[src/rtl/merge_arb.sv]
// Two-input round-robin merge of 4-phase bundled-data channels onto one output channel.
// One cycle from sampled request to R_req; a stalled R_ack or L_req holds all outputs stable.
module merge_arb #(
  parameter int WIDTH = 4
) (
  input  logic             clk,
  input  logic             rst_n,
  input  logic             L0_req,
  input  logic [WIDTH-1:0] L0_data,
  output logic             L0_ack,
  input  logic             L1_req,
  input  logic [WIDTH-1:0] L1_data,
  output logic             L1_ack,
  output logic             R_req,
  output logic [WIDTH-1:0] R_data,
  output logic             R_src,
  input  logic             R_ack
);

  typedef enum logic [2:0] {
    IDLE     = 3'd0,
    SEND     = 3'd1,
    RELEASE  = 3'd2,
    ACK_IN   = 3'd3,
    ACK_DONE = 3'd4
  } state_t;

  state_t state;
  state_t state_nxt;

  logic prio;
  logic gnt;
  logic gnt_req;
  logic grant_fire;
  logic winner;

  logic r_req_nxt;
  logic l0_ack_nxt;
  logic l1_ack_nxt;

  assign gnt_req    = gnt ? L1_req : L0_req;
  assign grant_fire = (state == IDLE) && (L0_req || L1_req);
  // A lone requester wins outright; only a tie consults the pointer.
  assign winner     = (L0_req && L1_req) ? prio : L1_req;

  always_ff @(posedge clk or negedge rst_n) begin
    if (!rst_n) begin
      state <= IDLE;
    end else begin
      state <= state_nxt;
    end
  end

  always_comb begin
    state_nxt = state;
    case (state)
      IDLE:     if (L0_req || L1_req) state_nxt = SEND;
      SEND:     if (R_ack)            state_nxt = RELEASE;
      RELEASE:  if (!R_ack)           state_nxt = ACK_IN;
      ACK_IN:   if (!gnt_req)         state_nxt = ACK_DONE;
      ACK_DONE:                       state_nxt = IDLE;
      default:                        state_nxt = IDLE;
    endcase
  end

  // Handshake outputs are decoded from the next state and then registered,
  // so each one toggles cleanly from a single flop.
  always_comb begin
    r_req_nxt  = 1'b0;
    l0_ack_nxt = 1'b0;
    l1_ack_nxt = 1'b0;
    case (state_nxt)
      SEND:    r_req_nxt  = 1'b1;
      ACK_IN: begin
        l0_ack_nxt = ~gnt;
        l1_ack_nxt = gnt;
      end
      default: begin
        r_req_nxt  = 1'b0;
        l0_ack_nxt = 1'b0;
        l1_ack_nxt = 1'b0;
      end
    endcase
  end

  always_ff @(posedge clk or negedge rst_n) begin
    if (!rst_n) begin
      R_req  <= 1'b0;
      L0_ack <= 1'b0;
      L1_ack <= 1'b0;
    end else begin
      R_req  <= r_req_nxt;
      L0_ack <= l0_ack_nxt;
      L1_ack <= l1_ack_nxt;
    end
  end

  // The pointer moves on every grant so a lone requester still yields the next tie.
  always_ff @(posedge clk or negedge rst_n) begin
    if (!rst_n) begin
      R_data <= '0;
      R_src  <= 1'b0;
      gnt    <= 1'b0;
      prio   <= 1'b0;
    end else if (grant_fire) begin
      R_data <= winner ? L1_data : L0_data;
      R_src  <= winner;
      gnt    <= winner;
      prio   <= ~winner;
    end
  end

  a_one_ack: assert property (@(posedge clk) disable iff (!rst_n)
    !(L0_ack && L1_ack));

  a_r_stable: assert property (@(posedge clk) disable iff (!rst_n)
    (R_req && !R_ack) |=> (R_req && $stable(R_data) && $stable(R_src)));

endmodule
[config.mk]
export PLATFORM = sky130hd
export DESIGN_NAME = merge_arb
export DESIGN_NICKNAME = d
export VERILOG_FILES = /design/src/rtl/merge_arb.sv
export SDC_FILE = /design/constraint.sdc
export NUM_CORES = 1
export LEC_CHECK = 0
export CORE_MARGIN = 3
export CORE_UTILIZATION = 46
export CTS_CLUSTER_DIAMETER = 200
export DETAILED_ROUTE_END_ITERATION = 12
export PLACE_DENSITY_LB_ADDON = 0.12
export SYNTH_ARGS = -nofsm -noshare
export SYNTH_HDL_FRONTEND = slang
export SYNTH_SLANG_ARGS = --single-unit
[constraint.sdc]
create_clock -name clk -period 4.5 [get_ports clk]
set_input_delay 0.9 -clock clk [delete_from_list [all_inputs] [get_ports clk]]
set_output_delay 0.9 -clock clk [all_outputs]
set_load 0.05 [all_outputs]
==> results.md <==
* CTS Sinks at 12
* Ports at 21
* Instance count of the mapped netlist at 56
* Clock transition at path regs at 80 ps
* Min cycle time layout at ~2500 ps
* Diodes inserted at 0
* Setup TNS at 0 ps
* WP data arrival at between 1500 and 2000 ps
* Initial Utilization at a little over half
* CTS Hold Bufs at 0
* Cts repair resizes at 0
* Longest Clk Path Bufs at 2
* Post-synthesis register bit count at 12
* Slew Viols, Final at 0
* Final WL at ~1.3 mm
* CP max stage delay at approximately 850 ps
* Slew HR at approximately 64%
* Area delta synth->final at 32.8%
* Syn avg cell area at about 11 sq um
* Hold/Removal Path Class: reg -> reg
* CP max-delay cell: clkdlybuf4s50_1
* Syn Nets at 69
* Total gr overflow at 0
* First-pass GRT wire length at between 2 and 2.5 mm
* WP depth at 1
* Mapped Area at 637 sq um
* Worst Setup Path Type: reg -> out
* Latest clock arrival within the worst-skew pair at about 270 ps
* RD Place Congestion at 0.803
* Post-CTS setup buffer count at 0
* Cell count of the worst hold path at 1
* Pin count of the biggest net entering global routing at 13
* Starting DRT DRC Count at 20
* Number of global-route vias before repair at roughly 470
* Hold Violations, Final at 0
* Register-to-Register Path Depth at 3
* Die X at roughly 43 um
* Final HPWL DP at about 940 um
* Maximum vdd ir drop at roughly 0.36 mV
* Critical Path Start Type: flop
* Final nets at 90
* Worst Path Max Fanout at 7
* Vias per std cell at 5.79
* CTS buffer count at 3
* Die Area at between 1500 and 2000 sq um
* Core Box Area at 1200 sq um
* Setup crit end kind: output port
* Vias at roughly 520
* Pwr dens at roughly 740 nW/um^2
* Outcome: finished clean
* Buf+Inv Stages, Crit Path at 1
* Layout Utilization at between 70% and 80%
* Leak at between 0.3 and 0.4 nW
* GRT Total Usage at between 10% and 20%
* # port buffers at 20
* Final Cycle Share at 55.1%
* Crit-path cells: clkdlybuf4s50_1
* Die H at approximately 43 um
* Slew @ Worst Pin at about 540 ps
* RSZ-0062 raised after global routing: no
* Layout cell share with drive strength beyond 1 at approximately 16%
* Antenna viol nets, final at 0
* Sequential element share of the synthesized area at between 40% and 50%
* Worst path top cell family by delay: buffers and inverters
* Synth warn at 0
* Initial antenna violation count at 0
* Clock H-tree levels at 1
* FMAX at 404 MHz
* Rows at 12
* DRC violations left at 0
* Setup Viol. Count Final at 0
* Root Driver: clkbuf_4
* Routed len/inst at between 10 and 15 um
* 1st-pass router iterations at 4
* R2R Setup Slk at around 2800 ps
* Clock Skew at 3.08 ps
* CTS tree: yes
* Maxcap violations at 0
* Crit path required time at around 3600 ps
* Cell variety after synth at 25
## report_power, final
group | leakage, nW | switching, W | internal (W)
Combinational | 0.182 | 0.000191 | 0.000142
Clock | 0.0210 | 0.0000380 | 0.0000491
Sequential | 0.151 | 0.0000479 | 0.000155
Total | 0.354 | 0.000277 | 0.000346
## path summary, 6_finish.rpt
path                                       start                    end
max in group asynchronous                  rst_n      R_src$_DFFE_PN0P_
min                        R_data[3]$_DFFE_PN0P_  R_data[3]$_DFFE_PN0P_
min in group asynchronous                  rst_n  R_data[2]$_DFFE_PN0P_
max                            R_src$_DFFE_PN0P_                  R_src
min reg2reg                R_data[3]$_DFFE_PN0P_  R_data[3]$_DFFE_PN0P_
max reg2reg                   state[0]$_DFF_PN0_  R_data[2]$_DFFE_PN0P_
## cell type report
cell class                      count  area [sq um]
Fill cell                          97           355
Sequential cell                    12           300
Multi-Input combinational cell     38           284
Timing Repair Buffer               20           200
Clock buffer                        4          36.3
Tap cell                           14          17.5
Inverter                            2          7.51
## state kept, by name, indices dropped and copies added (netlist names)
register,cells
R_data,4
state,3
L0_ack,1
L1_ack,1
R_req,1
R_src,1
prio,1
## cell usage after synthesis
| library cell | number | area share (%) |
|---|---|---|
| a21o_2 | 2 | 2.8 |
| o41ai_1 | 1 | 1.4 |
| nand2b_1 | 1 | 0.98 |
| nor2_1 | 1 | 0.59 |
| a2111oi_0 | 2 | 2.8 |
| xor2_1 | 1 | 1.4 |
| and2b_2 | 1 | 1.4 |
| a211oi_4 | 1 | 3.1 |
| nand3b_1 | 1 | 1.2 |
| a221o_1 | 4 | 6.3 |
| or3_2 | 1 | 1.2 |
| nand2_1 | 6 | 3.5 |
| buf_6 | 4 | 7.1 |
| a21oi_1 | 2 | 1.6 |
| nor4b_1 | 1 | 1.4 |
| or3_4 | 1 | 1.8 |
| or2_2 | 1 | 0.98 |
| o21ai_0 | 1 | 0.79 |
| dfrtp_1 | 12 | 47 |
| o21bai_4 | 1 | 2.9 |
| inv_1 | 2 | 1.2 |
| nor3_1 | 6 | 4.7 |
| mux2i_1 | 1 | 1.6 |
| and2b_1 | 1 | 1.2 |
| nor3b_1 | 1 | 1.2 |
## cell usage in the layout, fill, tap and decap left out
cell type        instances
clkdlybuf4s50_1         20
dfrtp_1                 12
nand2_1                  6
nor3_1                   6
a221o_1                  4
clkbuf_4                 3
a21oi_1                  2
inv_1                    2
a2111oi_0                2
a21o_2                   2
mux2i_1                  1
nand2b_1                 1
nor4b_1                  1
or2_2                    1
xor2_1                   1
nand3b_1                 1
or3_2                    1
nor2_1                   1
and2b_2                  1
o21ai_0                  1
or3_4                    1
o21bai_4                 1
o41ai_1                  1
a211oi_4                 1
and2b_1                  1
nor3b_1                  1
clkbuf_8                 1
## per-layer routing
metal / vias to the layer above / part of all wire [%] / global-route usage [%]
li1: 246 / - / -
met1: 250 / 43 / 20.9
met2: 23 / 48 / 24.2
met3: 2 / 7.9 / 4.66
met4: 0 / 0.76 / 5.42
met5: - / 0 / 0
## metrics by stage
| stage | worst slack (ps) | cells | area (sq um) | total power [W] | hold WS [ps] |
|---|---|---|---|---|---|
| after floorplan | 2820 | 56 | 637 | 0.000466 | 480 |
| after global placement | 2080 | 86 | 810 | 0.000533 | 502 |
| after detailed placement | 2040 | 86 | 810 | 0.000536 | 502 |
| after CTS | 2030 | 90 | 846 | 0.000624 | 520 |
| after global routing | 1950 | 90 | 846 | 0.000662 | 544 |
| final | 2020 | 90 | 846 | 0.000623 | 512 |
## cell families after synthesis
logic type | after synthesis | synth area share, %
AND/OR/NAND/NOR | 22 | 20.0
buffers and inverters | 6 | 8.25
flip-flops | 12 | 47.2
multiplexers | 1 | 1.57
XOR/XNOR | 1 | 1.38
AO/OA/AOI/OAI | 14 | 21.6
(Power assumes the default switching activity.)
